## config.mk

```make
export PLATFORM = sky130hd
export DESIGN_NAME = ncca_err_monitor
export DESIGN_NICKNAME = d
export VERILOG_FILES = /design/src/rtl/ncca_err_monitor.sv
export SDC_FILE = /design/constraint.sdc
export NUM_CORES = 1
export LEC_CHECK = 0
export BUFFER_PORTS_ARGS = -buffer_cell sky130_fd_sc_hd__buf_4
export CAP_MARGIN = 0
export CORE_AREA = 2 2 136 125
export DETAILED_ROUTE_END_ITERATION = 8
export DIE_AREA = 0 0 138 127
export MAX_ROUTING_LAYER = met4
export PLACE_DENSITY = 0.79
export RECOVER_POWER = 100
export SYNTH_ARGS = -nofsm -noshare
export SYNTH_HDL_FRONTEND = slang
export SYNTH_SLANG_ARGS = --single-unit
```

## constraint.sdc

```tcl
create_clock -name clk -period 7.2 [get_ports clk]
set_input_delay 1.08 -clock clk [delete_from_list [all_inputs] [get_ports clk]]
set_output_delay 1.08 -clock clk [all_outputs]
set_load 0.05 [all_outputs]
```

## src/rtl/ncca_err_monitor.sv

```systemverilog
// Error-statistics monitor for the 8x8 approximate multiplier: counts mismatches and
// accumulates/maximises error distance over N_SAMPLES samples. Optional NCCA_BIAS_EN adds signed bias sum.
module ncca_err_monitor #(
    parameter int N_SAMPLES = 256,
    parameter int ACC_W     = 32
) (
    input  logic              clk,
    input  logic              rst,
    input  logic              start,
    input  logic              in_valid,
    output logic              in_ready,
    input  logic [7:0]        a,
    input  logic [7:0]        b,
    input  logic [15:0]       prod_apx,
    output logic              busy,
    output logic              done,
    output logic [15:0]       err_cnt,
    output logic [ACC_W-1:0]  sum_ed,
    output logic [15:0]       max_ed
`ifdef NCCA_BIAS_EN
    ,
    output logic signed [ACC_W:0] sum_bias
`endif
);

    localparam logic [15:0] N_LAST = 16'(N_SAMPLES);

    typedef enum logic [1:0] {S_IDLE, S_RUN, S_DRAIN, S_DONE} state_t;

    state_t state_reg, state_next;
    logic [15:0] cnt_reg;
    logic        accept;
    logic        clear;

    // stage 0: captured sample
    logic        s0_vld_reg;
    logic [7:0]  s0_a_reg, s0_b_reg;
    logic [15:0] s0_p_reg;
    // stage 1: error distance
    logic        s1_vld_reg;
    logic        s1_neq_reg;
    logic [15:0] s1_ed_reg;
    // stage 2: accumulators
    logic [15:0]      err_cnt_reg;
    logic [ACC_W-1:0] sum_ed_reg;
    logic [15:0]      max_ed_reg;

    logic [15:0]        exact;
    logic signed [16:0] diff;
    logic [15:0]        ed_next;
    logic [ACC_W:0]     sum_wide;
    logic [ACC_W-1:0]   sum_next;

    // ---------------- FSM ----------------
    always_ff @(posedge clk) begin
        if (rst) state_reg <= S_IDLE;
        else     state_reg <= state_next;
    end

    always_comb begin
        state_next = state_reg;
        case (state_reg)
            S_IDLE:  if (start) state_next = S_RUN;
            S_RUN:   if (cnt_reg == N_LAST) state_next = S_DRAIN;
            S_DRAIN: if (!s0_vld_reg && !s1_vld_reg) state_next = S_DONE;
            S_DONE:  if (start) state_next = S_RUN;
            default: state_next = S_IDLE;
        endcase
    end

    always_comb begin
        in_ready = (state_reg == S_RUN) && (cnt_reg != N_LAST);
        busy     = (state_reg == S_RUN) || (state_reg == S_DRAIN);
        done     = (state_reg == S_DONE);
    end

    assign accept = in_valid && in_ready;
    assign clear  = start && ((state_reg == S_IDLE) || (state_reg == S_DONE));

    // ---------------- datapath ----------------
    always_comb begin
        exact    = 16'(s0_a_reg) * 16'(s0_b_reg);
        diff     = $signed({1'b0, exact}) - $signed({1'b0, s0_p_reg});
        ed_next  = diff[16] ? 16'(-diff) : diff[15:0];
        sum_wide = {1'b0, sum_ed_reg} + {{(ACC_W-15){1'b0}}, s1_ed_reg};
        // an overflow carry pins the sum at all-ones, so it sticks once saturated
        sum_next = sum_wide[ACC_W] ? {ACC_W{1'b1}} : sum_wide[ACC_W-1:0];
    end

    always_ff @(posedge clk) begin
        if (rst || clear) begin
            cnt_reg     <= '0;
            s0_vld_reg  <= 1'b0;
            s0_a_reg    <= '0;
            s0_b_reg    <= '0;
            s0_p_reg    <= '0;
            s1_vld_reg  <= 1'b0;
            s1_neq_reg  <= 1'b0;
            s1_ed_reg   <= '0;
            err_cnt_reg <= '0;
            sum_ed_reg  <= '0;
            max_ed_reg  <= '0;
        end else begin
            if (accept) cnt_reg <= cnt_reg + 16'd1;
            s0_vld_reg <= accept;
            if (accept) begin
                s0_a_reg <= a;
                s0_b_reg <= b;
                s0_p_reg <= prod_apx;
            end
            s1_vld_reg <= s0_vld_reg;
            s1_ed_reg  <= ed_next;
            s1_neq_reg <= (ed_next != 16'd0);
            if (s1_vld_reg) begin
                err_cnt_reg <= err_cnt_reg + {15'd0, s1_neq_reg};
                sum_ed_reg  <= sum_next;
                if (s1_ed_reg > max_ed_reg) max_ed_reg <= s1_ed_reg;
            end
        end
    end

    assign err_cnt = err_cnt_reg;
    assign sum_ed  = sum_ed_reg;
    assign max_ed  = max_ed_reg;

`ifdef NCCA_BIAS_EN
    logic signed [16:0]    s1_bias_reg;
    logic signed [ACC_W:0] sum_bias_reg;
    logic [ACC_W+1:0]      bias_wide;
    logic [ACC_W:0]        bias_next;

    always_comb begin
        bias_wide = {sum_bias_reg[ACC_W], sum_bias_reg}
                  + {{(ACC_W-15){s1_bias_reg[16]}}, s1_bias_reg};
        if (bias_wide[ACC_W+1] != bias_wide[ACC_W])
            bias_next = bias_wide[ACC_W+1] ? {1'b1, {ACC_W{1'b0}}} : {1'b0, {ACC_W{1'b1}}};
        else
            bias_next = bias_wide[ACC_W:0];
    end

    always_ff @(posedge clk) begin
        if (rst || clear) begin
            s1_bias_reg  <= '0;
            sum_bias_reg <= '0;
        end else begin
            s1_bias_reg <= -diff;
            if (s1_vld_reg) sum_bias_reg <= $signed(bias_next);
        end
    end

    assign sum_bias = sum_bias_reg;
`endif

endmodule

```

### Word-level counts from Yosys, hierarchy flattened

Index checks and enable logic that the tools add are counted.

* flip-flop bits (word level): 133
* bits of input ports: 36
* output and inout port bits: 67
* logic and storage cells: 47

* $add $sub $neg: 5
* multiply operators: 1
* $lt $le $gt $ge: 1
* equality and inequality tests: 8
* mux-type cells: 6
* reduce and logical (&&, ||, !) cells: 14

Operators by type and width (count)
* adder 32 x 16 -> 33 bit: 1
* 2-to-1 mux 32 bit: 1
* subtractor 16 x 16 -> 17 bit: 1
* adder 16 x 1 -> 16 bit: 1
* adder 16 x 1 -> 16 bit, second input constant: 1
* == test 16 x 9 -> 1 bit, second input constant: 1
* > comparator 16 bit: 1
* multiplier 8 x 8 -> 16 bit: 1
* 2-to-1 mux 16 bit: 1
* != test 16 x 9 -> 1 bit, second input constant: 1
* negator 16 bit: 1
* nonzero test 16 bit: 1
* 2-to-1 mux 2 bit: 3
* one-hot mux 2 bit (3 select lines): 1
* == test 2 bit, second input constant: 2
* logical AND 1 bit: 4
* != test 2 bit, second input constant: 2
* logical OR 1 bit: 3
* AND reduction 3 bit: 1
* == test 2 x 1 -> 1 bit, second input constant: 1
* logical NOT 1 bit: 2
* logical NOT 2 bit: 1
* != test 2 x 1 -> 1 bit, second input constant: 1
* AND reduction 2 bit: 1
* OR reduction 2 bit: 1

### Logic depth before layout (Yosys ltp)

Gate-level depths: netlist of the first run.

* depth in word-level cells: 5
* mapped depth: 22
* mapped depth without buffers: 19

### Worst setup path before layout of the first run

No wires, ideal clock.

* path type: reg-to-reg
* from: register s0_a_reg[3]
* to: register s1_neq_reg
* setup time: 133 ps
* arrival: 5327 ps
* data required time: 7067 ps
* path slack: 1740 ps
* cell stages (with the launch flop): 22
* path buffers: 2
* period minus slack after synthesis: 5460 ps
* cells stage by stage: dfxtp_1 clkbuf_1 and2_1 fa_1 inv_1 fa_1 inv_1 fa_1 inv_1 fa_1 inv_1 ha_1 a211oi_1 nand2_1 a221oi_2 a21oi_1 or2_1 buf_6 or3_1 a221o_1 a2111oi_2 a31oi_1

* longest elaborated chain between the ends: 5

RTL lines
* start, declared: RTL line 37 `logic [7:0] s0_a_reg, s0_b_reg;`
* start signal, assigned: RTL line 94 `s0_a_reg <= '0;`
* start signal, assigned: RTL line 107 `s0_a_reg <= a;`
* multiplier 8 x 8 -> 16 bit (*): RTL line 82 `exact = 16'(s0_a_reg) * 16'(s0_b_reg);`
* subtractor 16 x 16 -> 17 bit (*): RTL line 83 `diff = $signed({1'b0, exact}) - $signed({1'b0, s0_p_reg});`
* negator 16 bit: RTL line 84 `ed_next = diff[16] ? 16'(-diff) : diff[15:0];`
* 2-to-1 mux 16 bit (*): RTL line 84
* nonzero test 16 bit (*): RTL line 113 `s1_neq_reg <= (ed_next != 16'd0);`
* end signal, assigned: RTL line 113
* end, declared: RTL line 41 `logic s1_neq_reg;`

Every way passes the cells marked *; elsewhere a longest branch is shown, timed or not.
A chain may end at the register's enable or synchronous reset.

### Worst setup path in the final report of the first run

* from: register s0_a_reg[2]
* to: register s1_neq_reg

Same word-level chain as after synthesis.

==> metrics.md, run 1 <==
| Metric | Value |
|---|---|
| Failing checks | `capacitance limit, slew limit` |
| Row count | `44` |
| Post-route setup slack | `0.9925 ns` |
| Area grow syn2layout | `12.21%` |
| Cell-internal power | `1.900 mW` |
| Hold Crit Endpoint | `s0_p_reg[4]` |
| Fmax | `0.1611 GHz` |
| Slew HR | `-1.280` |
| Die area | `17530 um2` |
| CP delay by family, top | `adder cells` |
| Resize count post-CTS | `0` |
| Worst Hold Class | `flip-flop to flip-flop` |
| Hold Crit Depth | `2` |
| Total number of H-tree levels | `4` |
| Asr flop ratio synth | `0` |
| Maximum vdd drop | `198.7 uV` |
| Synth warnings | `0` |
| Dpl ws | `1.311 ns` |
| Crit path max fanout | `15` |
| Cell variety after synth | `63` |
| Number of flip-flops in the largest register | `32` |
| PortBufs | `102` |
| Grt ovf | `0` |
| Die height | `approximately 130 um` |
| Largest net degree at the start of global routing | `82` |
| Startpoint Class | `flip-flop` |
| Worst setup path start | `s0_a_reg[2]` |
| Max clock buf depth | `2` |
| Core ar. | `15970 um2` |
| Synthesized cell area | `9468 um2` |
| FF/Latch Area | `2663 um2` |
| Drt initial violations | `395` |
| Overall Global Routing Usage | `0.2632` |
| Post-synthesis cell count | `1175` |
| Sw frac | `0.4270` |
| Post-layout net count | `about 1400` |
| Total of max-cap violations | `2` |
| Most used cell, CP | `fa_1` |
| Syn_nets | `1345` |
| Initial core utilization | `0.5930` |
| Via count | `8086` |
| Post-synthesis sequential area ratio | `0.2812` |
| TritonCTS Buffers | `17` |
| Crit path required time | `about 7.3 ns` |
| Post-Route WL | `21650 um` |
| GR Layer Usage met3 | `0.05097` |
| FF-to-FF setup slack | `0.99 ns` |
| Hold_sp | `s0_p_reg[4]` |
| Residual DRC | `0` |
| Data arrival time of the worst path | `6.34 ns` |
| CP cell instances | `nand2_1, fa_1, fa_1, inv_1, fa_1, inv_1, fa_1, inv_1, ha_1, nand4_1, a211oi_1, o21ai_0, and3_2, nor2_1, o21ai_0, a221o_1, a2111oi_0, a31oi_1` |
| Yosys reg bits | `133` |
| Largest stage delay on the critical path | `0.62 ns` |
| Sequential Power Share | `0.263` |
| CTS root buf | `clkbuf_16` |
| Leak | `4.435 nW` |
| Worst R2R Start | `s0_a_reg[2]` |
| Post-CTS setup buffer count | `0` |
| Vias per Instance | `around 5.5` |
| First-pass GRT wire length | `36800 um` |
| Number of flops mapped to enable cells by yosys | `0` |
| Final antenna-violating net count | `0` |
| Clk Latency, worst-skew pair | `roughly 0.43 ns` |
| Commonest non-fill, non-tap cell in the layout | `nand2_1` |
| Fin crit period | `6.208 ns` |
| Clock power share | `0.259` |
| Most crowded layer after global routing | `met2` |
| Final hold vios | `0` |
| RSZ-0062 raised after global routing | `no` |
| Clk pin slew, worst setup/hold paths | `0.06 ns` |
| M2 GR Usage | `0.4336` |
| Hold buffers post-CTS | `0` |
| Clock Skew | `0.009218 ns` |
| Proportion of power drawn by combinational gates | `0.478` |
| RR Endpoint | `s1_neq_reg` |
| Routability Congestion | `0.8844` |
| Vias in the first global route | `between 7000 and 8000` |
| Outcome | `finished with violations` |
| Fin crit share | `0.8622` |
| Avg Cell Area, Syn | `8.058 um2` |
| DRT Pass-1 Iters | `8` |
| Final Max Slew Viols | `119` |
| Num Clock Sinks | `~130` |
| Share of layout cells above drive strength 1 | `0.06413` |
| Power Density | `312.0 nW/um2` |
| Crit path buffers/inverters | `3` |
| DP HPWL | `16240 um` |
| Setup Viol. Count Final | `0` |
| Area of the multi-input gates | `6072 um2` |
| Worst Tran Pin Value | `3.420 ns` |
| # IOs | `between 100 and 150` |
| Path type of the worst setup path | `flip-flop to flip-flop` |
| Fill cells | `approximately 1400` |
| CTS tree | `built` |
| Switch Pwr | `1.416 mW` |
| Overall power | `3.315 mW` |
| GR Util met1 | `0.3293` |
| Routed length per instance | `14.73 um` |
| Die width | `138 um` |
| Diode count | `0` |
| CP Capture Type | `flip-flop` |
| R2R cell count | `18` |
| Initial antenna violation count | `0` |
| Commonest non-fill, non-tap cells in the layout | `nand2_1 (156), inv_1 (136), dfxtp_1 (133)` |
| Slowest cell on the critical path | `nor2_1` |
| Setup TNS | `0 ns` |
| Synth Flop Type | `dfxtp_1` |
-- layer usage --
layer  up-vias  routed length, um
met4         0                512
met5         -                  0
met2       195              10130
met3        43                908
met1      3778              10100
li1       4070                  -
-- cell type report --
| type | instances | share of cell area |
|---|---|---|
| Tap cell | 207 | 0.02438 |
| Inverter | 136 | 0.04805 |
| Clock buffer | 19 | 0.04169 |
| Clock inverter | 13 | 0.01319 |
| Multi-Input combinational cell | 855 | 0.5715 |
| Sequential cell | 133 | 0.2506 |
| Timing Repair Buffer | 107 | 0.05052 |
-- worst max path at each step --
stage	end	slack, ns	cells past startpoint
3_3_place_gp	s1_neq_reg	1.46	19
5_1_grt	s1_neq_reg	0.42	18
4_1_cts	s1_neq_reg	1.25	19
6_report	s1_neq_reg	0.99	18
2_1_floorplan	s1_neq_reg	1.74	21
3_5_place_dp	s1_neq_reg	1.31	19
-- synthesized netlist by cell type, drive strengths merged, types with 38 or more instances --
cell / instances / area share
nand2: 156 / 0.062
inv: 136 / 0.054
dfxtp: 133 / 0.28
a21oi: 90 / 0.048
nor2: 89 / 0.035
ha: 83 / 0.11
fa: 51 / 0.11
o21ai: 49 / 0.026
and2: 46 / 0.030
xor2: 44 / 0.041
nand3: 43 / 0.023
clkbuf: 38 / 0.015
-- power by group through the flow --
stage	combinational, mW	sequential [mW]	clock [mW]
after floorplan	1.32	0.860	0
after global placement	1.58	0.883	0
after detailed placement	1.60	0.886	0
after CTS	1.61	0.870	0.871
after global routing	1.78	0.879	0.907
final	1.58	0.871	0.859
-- worst min-delay path: cells and delay by family (launching register included) --
family           cells  cell delay (ns)
AO/OA/AOI/OAI        1             0.05
flip-flops           1             0.31
AND/OR/NAND/NOR      1             0.05
-- cell families (layout without fill, tap and decap cells) --
group / count (synthesis) / in the layout / share of synthesized area
simple gates: 425 / 425 / 0.2108
flops: 133 / 133 / 0.2812
fa+ha+maj: 134 / 134 / 0.2175
compound gates: 218 / 218 / 0.1402
buf+inv: 187 / 275 / 0.07625
xor+xnor: 71 / 71 / 0.06647
mux: 7 / 7 / 0.007533
-- metrics by stage --
step	hold WS, ns	std cells	util	instance area (um2)
2_1_floorplan	0.4241	1175	-	9468
3_3_place_gp	0.4433	1438	0.6470	10330
3_5_place_dp	0.4470	1438	0.6470	10330
4_1_cts	0.4555	1470	0.6835	10910
5_1_grt	0.4753	1470	0.6654	10620
6_report	0.4552	1470	0.6654	10620
Power figures use the tool's default switching activity.
==> inputs of run 2 (changes only) <==
--- a/config.mk
+++ b/config.mk
@@ -12,7 +12,8 @@
 export DIE_AREA = 0 0 138 127
 export MAX_ROUTING_LAYER = met4
 export PLACE_DENSITY = 0.79
-export RECOVER_POWER = 100
+export RECOVER_POWER = 25
+export SKIP_LAST_GASP = 1
 export SYNTH_ARGS = -nofsm -noshare
 export SYNTH_HDL_FRONTEND = slang
 export SYNTH_SLANG_ARGS = --single-unit
==> run 2 against run 1 <==
  * The run still ends with capacitance limit, slew limit left
  * Total power grew 0.79%
  * Non-clock buffer count is the same
  * Setup slack better by 0.27 ns
  * Clock power about the same
  * Design area rose by 1.0%
  * Fmax grew 4.6%
  * Wire length shrank 0.21%
  * Sequential share of layout area decreased by 0.25 points
  * Die area is the same
  * Final cell count stayed put
==> metrics.md, run 2 (synthesized netlist as in run 1, its figures left out) <==
| Metric | Value |
|---|---|
| Largest net degree at the start of global routing | `82` |
| Fin Hold WS | `0.4552 ns` |
| Crit path max fanout | `15` |
| PortBufs | `102` |
| Largest stage delay on the critical path | `0.66 ns` |
| Switch Pwr | `1.427 mW` |
| Slowest cell on the critical path | `nor2_1` |
| Sequential Power Share | `0.261` |
| Max clock buf depth | `2` |
| Path type of the worst setup path | `flip-flop to flip-flop` |
| Fmax | `0.1685 GHz` |
| Clock Skew | `0.009439 ns` |
| Total number of H-tree levels | `4` |
| Setup Viol. Count Final | `0` |
| Commonest non-fill, non-tap cell in the layout | `nand2_1` |
| Crit path buffers/inverters | `4` |
| Hold Crit Depth | `2` |
| Setup TNS | `0 ns` |
| RSZ-0062 raised after global routing | `no` |
| Residual DRC | `0` |
| DP HPWL | `16240 um` |
| Commonest non-fill, non-tap cells in the layout | `nand2_1 (156), inv_1 (136), dfxtp_1 (133)` |
| Worst Tran Pin Value | `1.565 ns` |
| Worst R2R Start | `s0_a_reg[3]` |
| DRT Pass-1 Iters | `8` |
| CP Capture Type | `flip-flop` |
| Final Core Density | `0.6723` |
| Routability Congestion | `0.8844` |
| Initial core utilization | `0.5930` |
| Proportion of power drawn by combinational gates | `0.483` |
| Leak | `4.534 nW` |
| Clk Latency, worst-skew pair | `0.42 ns` |
| Post-CTS setup buffer count | `0` |
| Worst Hold Class | `flip-flop to flip-flop` |
| Startpoint Class | `flip-flop` |
| Diode count | `0` |
| Routed length per instance | `between 10 and 15 um` |
| Clock power share | `0.256` |
| Final Max Slew Viols | `37` |
| Failing checks | `capacitance limit, slew limit` |
| Final antenna-violating net count | `0` |
| Drt initial violations | `around 410` |
| Maximum vdd drop | `207.3 uV` |
| Final hold vios | `0` |
| Die height | `127 um` |
| Fill cells | `1369` |
| Crit path required time | `7.46 ns` |
| First-pass GRT wire length | `~37000 um` |
| CTS root buf | `clkbuf_16` |
| Share of layout cells above drive strength 1 | `0.08630` |
| Cell-internal power | `1.915 mW` |
| Area grow syn2layout | `13.36%` |
| Grt ovf | `0` |
| Die area | `17530 um2` |
| CTS tree | `built` |
| Hold Crit Endpoint | `s0_p_reg[4]` |
| Resize count post-CTS | `0` |
| RR Endpoint | `s1_neq_reg` |
| Vias per Instance | `5.493` |
| FF-to-FF setup slack | `approximately 1.3 ns` |
| TritonCTS Buffers | `17` |
| Total of max-cap violations | `1` |
| Slew HR | `-0.04343` |
| Fin crit share | `0.8244` |
| Num Clock Sinks | `133` |
| Clk pin slew, worst setup/hold paths | `0.06 ns` |
| Row count | `44` |
| Die width | `138 um` |
| R2R cell count | `19` |
| Overall Global Routing Usage | `0.2632` |
| Vias in the first global route | `between 7000 and 8000` |
| CP cell instances | `and2_1, fa_1, inv_1, fa_1, inv_1, fa_1, inv_1, fa_1, inv_1, ha_1, a211oi_1, nand2_1, a221oi_2, a21oi_1, nor2_1, o21ai_0, a221o_1, a2111oi_2, a31oi_1` |
| Core ar. | `15970 um2` |
| CP delay by family, top | `adder cells` |
| # IOs | `slightly above 100` |
| Hold buffers post-CTS | `0` |
| Hold_sp | `s0_p_reg[4]` |
| Outcome | `finished with violations` |
| Post-layout net count | `1420` |
| Initial antenna violation count | `0` |
| Number of flip-flops in the largest register | `32` |
| Post-Route WL | `21600 um` |
| Data arrival time of the worst path | `just over 6 ns` |
| Sw frac | `0.4270` |
| Via count | `8075` |
| Fin crit period | `5.935 ns` |
| Power Density | `311.3 nW/um2` |
-- run 2: cell count changes in the layout (fill, tap and decap cells not counted), moves of 2 or more --
cell	previous run	this run
buf_4	36	59
clkbuf_1	72	49
and2_0	2	0
and2_1	44	46
-- run 2: routing by layer --
metal | GRT usage | wire length [um] | vias up | part of all wire
li1 | - | - | 4066 | -
met1 | 0.3293 | 10040 | 3767 | 0.46
met2 | 0.4336 | 10100 | 202 | 0.47
met3 | 0.05097 | 977 | 40 | 0.045
met4 | 0.08643 | 488 | 0 | 0.023
met5 | - | 0 | - | 0
-- run 2: final cells by class --
type / count / area, um2 / area share
Clock buffer: 19 / 442.9 / 0.04127
Clock inverter: 13 / 140.1 / 0.01306
Inverter: 136 / 510.5 / 0.04756
Multi-Input combinational cell: 855 / 6095 / 0.5678
Sequential cell: 133 / 2663 / 0.2481
Tap cell: 207 / 259.0 / 0.02413
Timing Repair Buffer: 107 / 623.1 / 0.05806
-- run 2: stage by stage --
step / power, mW / instances / setup slack, ns / cell area [um2]
after detailed placement: 2.482 / 1438 / 1.311 / 10330
after global placement: 2.463 / 1438 / 1.458 / 10330
after floorplan: 2.178 / 1175 / 1.740 / 9468
final: 3.341 / 1470 / 1.265 / 10730
after CTS: 3.348 / 1470 / 1.253 / 10910
after global routing: 3.599 / 1470 / 0.7886 / 10730
-- run 2: worst max-delay path by stage --
| stage | from | endpoint | slack [ns] | depth (start not counted) |
|---|---|---|---|---|
| global route | s0_a_reg[2] | s1_neq_reg | 0.79 | 18 |
| floorplan | s0_a_reg[3] | s1_neq_reg | 1.74 | 21 |
| detailed placement | s0_a_reg[3] | s1_neq_reg | 1.31 | 19 |
| finish | s0_a_reg[3] | s1_neq_reg | 1.26 | 19 |
| CTS | s0_a_reg[3] | s1_neq_reg | 1.25 | 19 |
| global placement | s0_a_reg[3] | s1_neq_reg | 1.46 | 19 |
-- run 2: power groups by stage --
stage | clock network, mW | logic [mW] | registers (mW)
after global routing | 0.907 | 1.81 | 0.878
after CTS | 0.871 | 1.61 | 0.870
final | 0.857 | 1.61 | 0.871
after floorplan | 0 | 1.32 | 0.860
after detailed placement | 0 | 1.60 | 0.886
after global placement | 0 | 1.58 | 0.883
-- run 2: tightest hold or removal path, cell delays in order, from the launching register on --
cell     delay (ns)
dfxtp_1        0.31
nand2_1        0.05
a21oi_1        0.05
==> inputs of run 3 (changes only) <==
--- a/config.mk
+++ b/config.mk
@@ -7,11 +7,11 @@
 export LEC_CHECK = 0
 export BUFFER_PORTS_ARGS = -buffer_cell sky130_fd_sc_hd__buf_4
 export CAP_MARGIN = 0
-export CORE_AREA = 2 2 136 125
+export CORE_AREA = 2 2 143 131
 export DETAILED_ROUTE_END_ITERATION = 8
-export DIE_AREA = 0 0 138 127
+export DIE_AREA = 0 0 145 133
 export MAX_ROUTING_LAYER = met4
-export PLACE_DENSITY = 0.79
+export PLACE_DENSITY = 0.75
 export RECOVER_POWER = 25
 export SKIP_LAST_GASP = 1
 export SYNTH_ARGS = -nofsm -noshare
==> constraint.sdc (replaced) <==
create_clock -name clk -period 5.2 [get_ports clk]
set_input_delay 0.78 -clock clk [delete_from_list [all_inputs] [get_ports clk]]
set_output_delay 0.78 -clock clk [all_outputs]
set_load 0.05 [all_outputs]
==> run 3 against run 2 <==
  * The flow finishes with violations (setup timing)
  * Clock skew fell by 0.00094 ns
  * Clock power rose by 47%
  * First-iteration DRC count rose by 10%
  * Sequential share of layout area fell by 1.9 points
  * Critical endpoint unchanged
==> metrics.md, run 3 (synthesized netlist as in run 1, its figures left out) <==
| Metric | Value |
|---|---|
| Setup TNS | `-0.03080 ns` |
| Leak | `5.121 nW` |
| Vias in the first global route | `8174` |
| DP HPWL | `17120 um` |
| Fin crit share | `1.006` |
| Core ar. | `17940 um2` |
| Drt initial violations | `roughly 450` |
| Finished Layout Cells | `1574` |
| Path type of the worst setup path | `flip-flop to flip-flop` |
| Clock Skew | `0.008498 ns` |
| Post-layout net count | `1486` |
| Total of max-cap violations | `0` |
| Clk Latency, worst-skew pair | `0.42 ns` |
| Fill cells | `1477` |
| Setup Viol. Count Final | `1` |
| Area grow syn2layout | `24.09%` |
| Max clock buf depth | `2` |
| Power Density | `between 400 and 500 nW/um2` |
| Maximum vdd drop | `358.5 uV` |
| Fin crit period | `5.231 ns` |
| Final Max Slew Viols | `0` |
| Crit path max fanout | `6` |
| Final hold vios | `0` |
| Routability Congestion | `0.9114` |
| Num Clock Sinks | `133` |
| Worst R2R Start | `s0_a_reg[4]` |
| DRT met1 WL | `10550 um` |
| Post-Route WL | `22660 um` |
| Worst Tran Pin Value | `1.492 ns` |
| Commonest non-fill, non-tap cells in the layout | `buf_4 (172), nand2_1 (156), inv_1 (134)` |
| Via count | `8330` |
| Total number of H-tree levels | `4` |
| Number of flip-flops in the largest register | `32` |
| Vias per Instance | `roughly 5.3` |
| Hold_sp | `s0_p_reg[8]` |
| Share of layout cells above drive strength 1 | `0.2032` |
| First-pass GRT wire length | `38540 um` |
| Diode count | `0` |
| Grt ovf | `0` |
| TritonCTS Buffers | `17` |
| Cell total after placement | `approximately 1500` |
| Startpoint Class | `flip-flop` |
| Largest net degree at the start of global routing | `58` |
| Slew HR | `0.005519` |
| Crit path required time | `5.47 ns` |
| # IOs | `a little over 100` |
| RSZ-0062 raised after global routing | `yes` |
| CTS tree | `built` |
| Top Layer Used | `met4` |
| DRT Pass-1 Iters | `5` |
| Routed length per instance | `14.40 um` |
| Commonest non-fill, non-tap cell in the layout | `buf_4` |
| Clk pin slew, worst setup/hold paths | `~0.06 ns` |
| Outcome | `finished with violations` |
| Final antenna-violating net count | `0` |
| Failing checks | `setup timing` |
| Die area | `just under 20000 um2` |
| CP Capture Type | `flip-flop` |
| Fmax | `0.1912 GHz` |
| Die height | `about 130 um` |
| WL met2 | `10770 um` |
| Die width | `145 um` |
| Initial core utilization | `0.5279` |
| Initial antenna violation count | `0` |
| FF/Latch Area | `between 2000 and 3000 um2` |
| WL met3 | `around 1100 um` |
| PortBufs | `102` |
| Worst setup path start | `s0_a_reg[4]` |
| Data arrival time of the worst path | `approximately 5.5 ns` |
| Post-route setup slack | `-0.03080 ns` |
| Residual DRC | `0` |
| Worst Hold Class | `flip-flop to flip-flop` |
| Hold buffers post-CTS | `0` |
| Overall Global Routing Usage | `0.2493` |
| CTS root buf | `clkbuf_16` |
| Row count | `47` |
| Area of the multi-input gates | `~6300 um2` |
## run 3: final cells by class
type / count / share of cell area
well taps: 245 / 0.02609
inverters: 136 / 0.04345
repair buffers: 173 / 0.1102
flip-flops and latches: 133 / 0.2294
clock inverters: 13 / 0.01459
multi-input cells: 855 / 0.5386
clock buffers: 19 / 0.03770
## run 3: path summary, 6_finish.rpt
check        cells after the start          end  slack, ns
min reg2reg                      2  s0_p_reg[8]       0.46
max reg2reg                     22   s1_neq_reg      -0.03
min                              2  s0_p_reg[8]       0.46
max                             22   s1_neq_reg      -0.03
## run 3: power by group
group          switching [mW]  internal [mW]  leakage (nW)
sequential             0.0962           1.11          1.08
combinational            1.65           1.38          3.74
clock                   0.486          0.775         0.295
total                    2.23           3.26          5.12
## run 3: metrics by stage
step                cell area (um2)  setup slack [ns]  total power, mW  hold slack (ns)  utilization
detailed placement            10910           -0.2004            3.897           0.4484       0.6085
global placement              10910          -0.05740            3.854           0.4445       0.6085
floorplan                      9582           0.02868            3.050           0.4241            -
finish                        11750          -0.03080            5.490           0.4583       0.6550
CTS                           11600          -0.05809            5.216           0.4591       0.6468
global route                  11750           -0.2067            5.877           0.4770       0.6550
## run 3: critical path: stages, from the launching register on
cell       delay (ns)
dfxtp_4          0.36
buf_4            0.14
and2_1           0.16
fa_1             0.48
inv_1            0.05
fa_1             0.47
inv_1            0.05
fa_1             0.47
inv_1            0.05
fa_2             0.52
inv_2            0.04
ha_4             0.25
a211oi_2         0.20
nand2_1          0.11
a221oi_4         0.31
and3_4           0.24
buf_4            0.12
nor2_2           0.05
buf_4            0.14
a2111oi_4        0.30
a31oi_1          0.12
a2111oi_4        0.32
a31oi_1          0.12
## run 3: repair_timing
item | CTS | global route
pin swaps | 11 | 11
setup endpoints to repair | 2 | 5
resized for setup | 23 | 28
buffers inserted | 1 | 2
## run 3: per-layer routing
metal	global-route usage	vias to the layer above
met5	-	-
met4	0.05501	0
li1	-	4194
met2	0.4106	181
met3	0.04897	24
met1	0.3200	3931
